--- src/rtl/llfifo_mq.sv ---
// llfifo_mq: multi-queue FIFO with one shared data pool.
//
// ID_N logical queues are singly linked lists threaded through a pool of PTR_N
// slots. Unused slots form a separate free list. Every cycle the block accepts
// one push and one pop (to any queues), or a single-cycle flush of one queue.
// After reset the block spends PTR_N cycles building the free list (busy=1).
//
// Ports
//   clk, rst                   clock; synchronous active-low reset
//   push_vld/push_id/push_dat  push request; push_rdy accepts it
//   pop_vld/pop_id             pop request; pop_rdy accepts it
//   pop_dat_vld/pop_dat/       registered pop response, one cycle after the
//     pop_dat_id               pop is accepted
//   flush/flush_id             empty one queue (blocks push/pop that cycle)
//   cnt                        per-queue occupancy, queue i at [i*CW +: CW]
//   nempty                     bit i set when queue i holds data
//   free_cnt                   free slots in the pool
//   full/empty/busy            pool status; busy while building the free list
module llfifo_mq #(
    parameter int unsigned W     = 32,
    parameter int unsigned ID_N  = 4,
    parameter int unsigned PTR_N = 16,
    localparam int unsigned PW   = $clog2(PTR_N),
    localparam int unsigned IW   = $clog2(ID_N),
    localparam int unsigned CW   = $clog2(PTR_N + 1)
) (
    input  logic               clk,
    input  logic               rst,
    input  logic               push_vld,
    input  logic [IW-1:0]      push_id,
    input  logic [W-1:0]       push_dat,
    output logic               push_rdy,
    input  logic               pop_vld,
    input  logic [IW-1:0]      pop_id,
    output logic               pop_rdy,
    output logic               pop_dat_vld,
    output logic [W-1:0]       pop_dat,
    output logic [IW-1:0]      pop_dat_id,
    input  logic               flush,
    input  logic [IW-1:0]      flush_id,
    output logic [ID_N*CW-1:0] cnt,
    output logic [ID_N-1:0]    nempty,
    output logic [CW-1:0]      free_cnt,
    output logic               full,
    output logic               empty,
    output logic               busy
);

    typedef enum logic {StInit, StIdle} state_e;

    state_e        state_q, state_d;
    logic [PW-1:0] icnt_q, icnt_d;

    // Pool storage, deliberately not reset.
    logic [W-1:0]  dat_q [PTR_N];
    logic [PW-1:0] nxt_q [PTR_N];

    logic [PW-1:0] head_q [ID_N];
    logic [PW-1:0] head_d [ID_N];
    logic [PW-1:0] tail_q [ID_N];
    logic [PW-1:0] tail_d [ID_N];
    logic [CW-1:0] qcnt_q [ID_N];
    logic [CW-1:0] qcnt_d [ID_N];

    logic [PW-1:0] fhead_q, fhead_d, ftail_q, ftail_d;
    logic [CW-1:0] free_q, free_d;

    logic          rvld_q, rvld_d;
    logic [W-1:0]  rdat_q, rdat_d;
    logic [IW-1:0] rid_q, rid_d;

    // Two link write ports: one appends to a queue tail, the other appends to
    // the free-list tail (also used while initialising the pool).
    logic          link_we, rel_we, dat_we;
    logic [PW-1:0] link_addr, link_data, rel_addr, rel_data;

    logic          idle, push_acc, pop_acc;
    logic [PW-1:0] pop_h, push_p;

    assign idle     = (state_q == StIdle);
    assign push_rdy = idle & ~flush & (free_q != '0);
    assign pop_rdy  = idle & ~flush & (qcnt_q[pop_id] != '0);
    assign push_acc = push_vld & push_rdy;
    assign pop_acc  = pop_vld & pop_rdy;
    assign pop_h    = head_q[pop_id];
    assign push_p   = fhead_q;

    always_comb begin
        state_d   = state_q;
        icnt_d    = icnt_q;
        head_d    = head_q;
        tail_d    = tail_q;
        qcnt_d    = qcnt_q;
        fhead_d   = fhead_q;
        ftail_d   = ftail_q;
        free_d    = free_q;
        rvld_d    = 1'b0;
        rdat_d    = rdat_q;
        rid_d     = rid_q;
        link_we   = 1'b0;
        link_addr = '0;
        link_data = '0;
        rel_we    = 1'b0;
        rel_addr  = '0;
        rel_data  = '0;
        dat_we    = 1'b0;

        unique case (state_q)
            StInit: begin
                rel_we   = 1'b1;
                rel_addr = icnt_q;
                rel_data = icnt_q + PW'(1);
                icnt_d   = icnt_q + PW'(1);
                if (icnt_q == PW'(PTR_N - 1)) begin
                    state_d = StIdle;
                    fhead_d = '0;
                    ftail_d = PW'(PTR_N - 1);
                    free_d  = CW'(PTR_N);
                end
            end
            StIdle: begin
                if (flush) begin
                    if (qcnt_q[flush_id] != '0) begin
                        if (free_q == '0) begin
                            fhead_d = head_q[flush_id];
                        end else begin
                            rel_we   = 1'b1;
                            rel_addr = ftail_q;
                            rel_data = head_q[flush_id];
                        end
                        ftail_d          = tail_q[flush_id];
                        free_d           = free_q + qcnt_q[flush_id];
                        qcnt_d[flush_id] = '0;
                    end
                end else begin
                    if (push_acc) begin
                        fhead_d = nxt_q[fhead_q];
                    end
                    if (pop_acc) begin
                        head_d[pop_id] = nxt_q[pop_h];
                        qcnt_d[pop_id] = qcnt_q[pop_id] - CW'(1);
                        // Free list becomes empty if a push takes its last slot;
                        // the released slot then restarts it.
                        if (free_q == CW'(push_acc)) begin
                            fhead_d = pop_h;
                        end else begin
                            rel_we   = 1'b1;
                            rel_addr = ftail_q;
                            rel_data = pop_h;
                        end
                        ftail_d = pop_h;
                        rvld_d  = 1'b1;
                        rdat_d  = dat_q[pop_h];
                        rid_d   = pop_id;
                    end
                    if (push_acc) begin
                        dat_we = 1'b1;
                        // Uses post-pop count so a queue drained this cycle
                        // restarts at the pushed slot.
                        if (qcnt_d[push_id] == '0) begin
                            head_d[push_id] = push_p;
                        end else begin
                            link_we   = 1'b1;
                            link_addr = tail_q[push_id];
                            link_data = push_p;
                        end
                        tail_d[push_id] = push_p;
                        qcnt_d[push_id] = qcnt_d[push_id] + CW'(1);
                    end
                    free_d = free_q - CW'(push_acc) + CW'(pop_acc);
                end
            end
        endcase
    end

    always_ff @(posedge clk) begin
        if (!rst) begin
            state_q <= StInit;
            icnt_q  <= '0;
            for (int i = 0; i < ID_N; i++) begin
                head_q[i] <= '0;
                tail_q[i] <= '0;
                qcnt_q[i] <= '0;
            end
            fhead_q <= '0;
            ftail_q <= '0;
            free_q  <= '0;
            rvld_q  <= 1'b0;
            rdat_q  <= '0;
            rid_q   <= '0;
        end else begin
            state_q <= state_d;
            icnt_q  <= icnt_d;
            head_q  <= head_d;
            tail_q  <= tail_d;
            qcnt_q  <= qcnt_d;
            fhead_q <= fhead_d;
            ftail_q <= ftail_d;
            free_q  <= free_d;
            rvld_q  <= rvld_d;
            rdat_q  <= rdat_d;
            rid_q   <= rid_d;
        end
    end

    always_ff @(posedge clk) begin
        if (rst) begin
            if (dat_we) begin
                dat_q[push_p] <= push_dat;
            end
            if (link_we) begin
                nxt_q[link_addr] <= link_data;
            end
            if (rel_we) begin
                nxt_q[rel_addr] <= rel_data;
            end
        end
    end

    always_ff @(posedge clk) begin
        if (rst && push_vld) begin
            assert (32'(push_id) < ID_N);
        end
    end

    always_comb begin
        cnt    = '0;
        nempty = '0;
        for (int i = 0; i < ID_N; i++) begin
            cnt[i*CW +: CW] = qcnt_q[i];
            nempty[i]       = (qcnt_q[i] != '0);
        end
    end

    assign pop_dat_vld = rvld_q;
    assign pop_dat     = rdat_q;
    assign pop_dat_id  = rid_q;
    assign free_cnt    = free_q;
    assign full        = idle & (free_q == '0);
    assign empty       = idle & (free_q == CW'(PTR_N));
    assign busy        = ~idle;

endmodule

--- config.mk ---
export PLATFORM = sky130hd
export DESIGN_NAME = llfifo_mq
export DESIGN_NICKNAME = d
export VERILOG_FILES = /design/src/rtl/llfifo_mq.sv
export SDC_FILE = /design/constraint.sdc
export NUM_CORES = 1
export LEC_CHECK = 0
export ABC_AREA = 0
export CAP_MARGIN = 20
export CORE_MARGIN = 3
export CORE_UTILIZATION = 60
export CTS_BUF_LIST = sky130_fd_sc_hd__clkbuf_8
export CTS_CLUSTER_SIZE = 14
export DETAILED_ROUTE_END_ITERATION = 8
export DONT_BUFFER_PORTS = 1
export MAX_ROUTING_LAYER = met4
export PLACE_DENSITY = 0.86
export SYNTH_ARGS = -nofsm -noshare
export SYNTH_HDL_FRONTEND = slang
export SYNTH_SLANG_ARGS = --single-unit
--- constraint.sdc ---
create_clock -name clk -period 7.6 [get_ports clk]
set_input_delay 0 -clock clk [delete_from_list [all_inputs] [get_ports clk]]
set_output_delay 0 -clock clk [all_outputs]
set_load 0.02 [all_outputs]
==> key figures, run 1 <==
Run status
  – Status: finished clean

Floorplanning
  – Core Box Area: ~48,000 um^2
  – Initial Util: roughly three fifths
  – # rows: 80
  – Die width: roughly 230 um
  – IO Pins: about 110
  – Die H: between 200 and 250 um
  – Die area: 52,130 um^2

Logic synthesis
  – Seq/Total Area, Yosys: 65.68%
  – Synth Register Bits: 685
  – Synth Warn #: 0
  – Async SR Flop Fraction: 0%
  – Main synth FF type: edfxtp_1
  – Syn avg cell area: ~17 um^2
  – Synthesized Nets: roughly 1,800
  – Cell with the most instances after synthesis: edfxtp_1
  – Commonest cells in the synthesized netlist: edfxtp_1, mux4_2, nand2_1
  – Yosys cell types: 70
  – EDFF count, synth: about 580
  – Mapped Area: between 20,000 and 30,000 um^2
  – Synth area leaders: edfxtp_1, mux4_2, dfxtp_1, mux2i_1, nand2_1
  – Leading area contributor after synthesis: edfxtp_1
  – Post-Syn Instances: roughly 1,800
  – Share of the synthesized area in the top cell type: between 50% and 60%

STA
  – Clk_skew: 0.04837 ns
  – Highest clock rate: 0.1816 GHz
  – Count of final setup violators: 0
  – Fin. Hold Viols: 0
  – Worst slew pin tran: about 1.1 ns
  – Setup_tns: 0 ns
  – Post-route clock period utilization: 72.45%
  – Slew Limit Headroom: a little under a quarter
  – RSZ-0062 raised after global routing: no
  – Max-slew violation count: 0
  – Crit path time final: about 5.5 ns

Layout
  – Share of cells above drive strength 1: between 20% and 30%
  – Final instance area: around 33,000 um^2
  – Layout area overhead: 10.94%
  – Final-stage net count: approximately 1,900

Setup path
  – WP buf/inv: 4
  – CP max-delay cell: inv_2
  – Crit Path Max Fanout: 40
  – Arrival time at the worst endpoint: approximately 6.1 ns
  – WS Path Type: flop to flop
  – CP startpoint: cnt[15]
  – CP Capture Type: flop
  – RR Startpoint: cnt[15]
  – Worst EP required: approximately 8 ns
  – Crit start category: flop
  – Max incr delay on CP: 0.77 ns
  – Most frequent CP cell: ha_1
  – Cell family contributing the most delay on the critical path: buffers and inverters
  – Crit-path cells: mux4_2, inv_1, ha_1, nand3_1, a211o_1, and3_2, buf_4, inv_2, ha_1, inv_1, ha_1, fa_1, a21oi_1, nor2_1, or3_1, a21o_1, nand3_1, a21oi_1, a211oi_1

Route
  – DRT antenna net count: 0
  – Vias per inst: roughly 6.9
  – Pre-Repair DR Iteration Count: 6
  – Final wirelength: ~78 mm
  – Via Count: 18,030
  – Avg WL per Cell: approximately 30 um
  – DR iter-0 viols: ~2,500
  – # DRC: 0

Clock network
  – Inserted Clock Buffers: 102
  – Clock H-tree levels: 3
  – Clk root buf: clkbuf_8
  – Worst-case clock buffer depth: 3
  – CTS sink cnt: 685
  – Post-CTS sizing: 0
  – CTS tree: built
  – Worst-skew pair later-pin latency: a little over 0.7 ns
  – Clock transition at the registers of the reported paths: around 0.070 ns

Placement
  – Area post-placement: just over 30,000 um^2
  – Number of port buffers: 0
  – Placer congestion estimate: 0.9660
  – Post-DP HPWL: 46.02 mm

Power
  – Switching pwr: 1.529 mW
  – Switching share of power: a little over a fifth
  – Comb power frac: under 10%
  – Peak VDD IR: 211.4 uV
  – Flop pwr share: ~57%
  – Clk pwr share: 40.5%
  – Int Pwr: about 5.6 mW
  – Lkg Pwr: 10.73 nW
  – Power Density: roughly 220 nW/um^2

Global route
  – Grt met2 use: ~49%
  – GR peak layer: met2
  – Met3 Usage GRT: about 7.7%
  – Met1 usage: about 40%
  – All-Layer GR Usage: 31.21%
  – First-pass GRT wire length: around 120 mm
  – Largest net degree at the start of global routing: 79
  – Vias in the first global route: about 19,000
  – Antenna violations before repair: 4
  – GRT Residual Overflow: 0

Hold path
  – Worst min-delay path class: input port to flop
  – HP Start: flush_id[0]

Run
  – Max cap viols: 0
[worst reg2reg max path, delay by kind of cell (launching register included)]
| family | cells | cell delay, ns |
|---|---|---|
| buffers and inverters | 4 | 1.26 |
| flip-flops | 1 | 0.43 |
| AO/OA/AOI/OAI | 5 | 1.06 |
| multiplexers | 1 | 0.59 |
| adder cells (fa/ha/maj) | 4 | 1.22 |
| AND/OR/NAND/NOR | 5 | 0.88 |
[kinds of logic (layout without fill, tap and decap cells)]
group           count (synthesis)  in the layout  share of synthesized area [%]
flops                         685            685                          65.68
simple gates                  356            356                          5.497
mux                           327            327                          20.50
compound gates                234            234                          5.079
buf+inv                       151            303                          2.038
fa+ha+maj                      17             17                         0.7678
xor+xnor                       15             15                         0.4430
other cells                     0              7                              0
[routing by layer]
| layer | routed length, um | vias up |
|---|---|---|
| met1 | 26890 | 9064 |
| met5 | 0 | - |
| li1 | - | 7301 |
| met2 | 38310 | 1387 |
| met3 | 9643 | 281 |
| met4 | 3275 | 0 |
[flip-flops by register name, indices dropped and copies added (netlist names), named ones only]
name         cells
dat_q          512
nxt_q           64
pop_dat         32
cnt             20
head_q          16
tail_q          16
free_cnt         5
fhead_q          4
ftail_q          4
icnt_q           4
pop_dat_id       2
idle             1
pop_dat_vld      1
[layout make-up]
type	count	area [um^2]
sequential	685	19480
timing repair buffer	89	824.5
fill	2999	15340
clock buffer	110	1514
tap	656	820.8
multi-input combinational	949	9698
inverter	26	97.59
antenna	7	17.52
clock inverter	78	451.7
[power groups by stage]
| stage | Clock [mW] | Combinational, mW | Sequential, mW |
|---|---|---|---|
| after floorplan | 0 | 0.0821 | 4.15 |
| after global placement | 0 | 0.0908 | 4.15 |
| after detailed placement | 0 | 0.0944 | 4.15 |
| after CTS | 2.91 | 0.160 | 4.07 |
| after global routing | 3.09 | 0.175 | 4.07 |
| final | 2.89 | 0.165 | 4.07 |
[cells in the final DEF (no fill, tap or decap), drive strengths merged, types with 15 or more instances in the layout]
master	n
nor3	24
buf	41
a21oi	86
inv	66
o21ai	49
o311a	16
ha	15
mux2i	100
clkinv	33
a21o	15
mux4	224
edfxtp	576
clkbuf	111
nand2	180
nor2	64
nand3	27
dfxtp	109
dlygate4sd3	47
[metrics by stage]
stage / hold slack (ns) / setup WS (ns) / total power [mW] / utilization [%] / instances
floorplan: 0.09887 / 2.855 / 4.233 / - / 1785
global placement: 0.09953 / 2.391 / 4.243 / 62.95 / 2353
detailed placement: 0.09947 / 2.268 / 4.247 / 62.97 / 2354
CTS: 0.001650 / 2.254 / 7.144 / 68.06 / 2590
global route: 0.06451 / 1.869 / 7.333 / 68.18 / 2597
finish: 0.04375 / 2.094 / 7.124 / 68.20 / 2600
[repair_timing]
action | in CTS | in global routing
hold buffers | 48 | 0
hold endpoints to repair | 641 | 0
buffers inserted | 0 | 0
[path summary, 6_finish.rpt]
check / to / slack (ns) / cells past startpoint
max: free_cnt[4] / 2.09 / 19
min: free_cnt[0] / 0.04 / 5
max reg2reg: free_cnt[4] / 2.09 / 19
min reg2reg: tail_q[3] / 0.47 / 2
Power figures use the tool's default switching activity.
==> run 2, diff against run 1 <==
Settings changed: PLACE_DENSITY 0.86 to 0.89.
Clock period 7.6 ns to 4.5 ns, I/O delays scaled along.
==> run 2 against run 1 <==
  * Sequential power increased by 69%
  * Global-route usage increased by 0.77 points
  * Combinational power increased by 76%
  * First-iteration DRC count decreased by 6.4%
  * Fmax increased by 28%
  * Sequential cell count unchanged
  * Worst hold slack about the same
  * Via count increased by 1.8%
  * Critical endpoint is now head_q[5]
  * Largest power group unchanged
  * Highest routed layer unchanged
==> key figures, run 2 (synthesized netlist as in run 1, its figures left out) <==
Route
  – # DRC: 0
  – DR iter-0 viols: approximately 2,300
  – Pre-Repair DR Iteration Count: 6
  – Final wirelength: approximately 80 mm
  – Via Count: between 15,000 and 20,000
  – DRT antenna net count: 0
  – Vias per inst: 6.972
  – Avg WL per Cell: ~30 um

Setup path
  – Crit Path Max Fanout: 31
  – WS Path Type: flop to flop
  – Crit-path cells: mux4_2, inv_1, ha_2, nand4_1, and2_2, o21ai_0, mux4_2, ha_1, nand4_4, buf_6, o21ai_0, o311a_1, dlygate4sd3_1
  – CP Capture Type: flop
  – Arrival time at the worst endpoint: approximately 5.0 ns
  – Cell family contributing the most delay on the critical path: multiplexers
  – WP buf/inv: 3
  – Crit start category: flop
  – Worst EP required: slightly above 5 ns
  – CP max-delay cell: mux4_2
  – Max incr delay on CP: roughly 0.54 ns

Floorplanning
  – Core Box Area: between 40,000 and 50,000 um^2
  – IO Pins: 112
  – Initial Util: 61.47%
  – # rows: 80
  – Die H: 228.3 um
  – Die area: between 50,000 and 60,000 um^2
  – Die width: around 230 um

Placement
  – Post-DP HPWL: between 40 and 50 mm
  – Area post-placement: 30,780 um^2
  – Number of port buffers: 0
  – Placer congestion estimate: 0.9568

STA
  – Highest clock rate: 0.2318 GHz
  – Slew Limit Headroom: 37.83%
  – Worst slew pin tran: approximately 0.93 ns
  – RSZ-0062 raised after global routing: no
  – Clk_skew: roughly 0.036 ns
  – Crit path time final: 4.315 ns
  – Post-route clock period utilization: ~96%
  – Count of final setup violators: 0
  – Worst hold slack: roughly 0.044 ns
  – Fin. Hold Viols: 0
  – Max-slew violation count: 0

Global route
  – First-pass GRT wire length: 120.5 mm
  – Vias in the first global route: between 15,000 and 20,000
  – Antenna violations before repair: 6
  – All-Layer GR Usage: 31.98%
  – GRT Residual Overflow: 0
  – Largest net degree at the start of global routing: 71

Layout
  – Filler cell count: between 2,000 and 3,000
  – Final-stage net count: 1,940
  – Commonest non-fill, non-tap cell in the layout: edfxtp_1
  – Most frequent cells in the layout: edfxtp_1, mux4_2, nand2_1
  – Top reg by flops: dat_q
  – Final instance area: about 33,000 um^2
  – Layout area overhead: 12.77%
  – Share of cells above drive strength 1: approximately 25%
  – Max reg flops: 512

Hold path
  – Worst min-delay path class: input port to flop

Power
  – Peak VDD IR: 343.8 uV
  – Power Density: 370.5 nW/um^2
  – Total Power: 12.39 mW
  – Lkg Pwr: roughly 11 nW

Clock network
  – Post-CTS Setup Inserts: 0
  – Worst-skew pair later-pin latency: 0.71 ns
  – CTS tree: built
  – CTS sink cnt: 685
  – Clock transition at the registers of the reported paths: around 0.070 ns
  – Clock H-tree levels: 3
  – Worst-case clock buffer depth: 3
  – Inserted Clock Buffers: roughly 100
  – Clk root buf: clkbuf_8

Run status
  – Status: finished clean

Run
  – Max cap viols: 0
## run 2: changes by cell type in the layout (fill, tap and decap cells not counted), moves of 3 or more
cell and delta:
buf_12 +11, nor3_4 +3, nor3_2 -3, clkinv_1 -14, buf_4 +17, clkbuf_8 +15, dlygate4sd3_1 -3
## run 2: routing by layer
metal	vias up	wire, um	share of wire, %	track usage, %
met3	264	9259	12	7.316
met4	0	3235	4.0	12.98
met1	9293	27800	35	40.49
li1	7365	-	-	-
met2	1428	39790	50	50.80
met5	-	0	0	-
## run 2: layout make-up
| class | count | area, um^2 | share of cell area [%] |
|---|---|---|---|
| diodes | 6 | 15.01 | 0.04489 |
| clock buffers | 126 | 1734 | 5.185 |
| clock inverters | 69 | 427.9 | 1.279 |
| inverters | 26 | 97.59 | 0.2918 |
| multi-input cells | 949 | 9729 | 29.09 |
| flip-flops and latches | 685 | 19480 | 58.24 |
| well taps | 656 | 820.8 | 2.454 |
| repair buffers | 115 | 1142 | 3.416 |
## run 2: worst min-delay path, stage by stage
cell	delay, ns
mux4_2	0.22
ha_1	0.12
mux2_2	0.14
nand3_1	0.07
a21oi_1	0.13
## run 2: through the flow
step | instances | worst slack [ns] | TNS [ns] | utilization, %
detailed placement | 2385 | 0.3869 | 0 | 63.80
global route | 2632 | 0.005021 | 0 | 69.32
global placement | 2385 | 0.4949 | 0 | 63.80
floorplan | 1785 | -0.03652 | -0.03652 | -
finish | 2632 | 0.1853 | 0 | 69.32
CTS | 2624 | 0.03986 | 0 | 69.20
## run 2: report_power, final
part	switching, mW	internal, mW	total, mW
Sequential	0.00881	6.87	6.88
Clock	2.44	2.78	5.22
Combinational	0.200	0.0894	0.290
Total	2.65	9.74	12.4
## run 2: final timing paths
kind | from | endpoint | slack, ns | depth (start not counted)
min | flush_id[0] | free_cnt[0] | 0.04 | 5
min reg2reg | tail_q[14] | tail_q[14] | 0.47 | 2
max reg2reg | cnt[15] | head_q[5] | 0.19 | 13
max | cnt[15] | head_q[5] | 0.19 | 13
## run 2: repair_timing
item	4_1_cts	5_1_grt
endpoints found under the setup margin	0	1
hold endpoints to repair	627	0
resized for setup	0	4
hold buffers	44	0
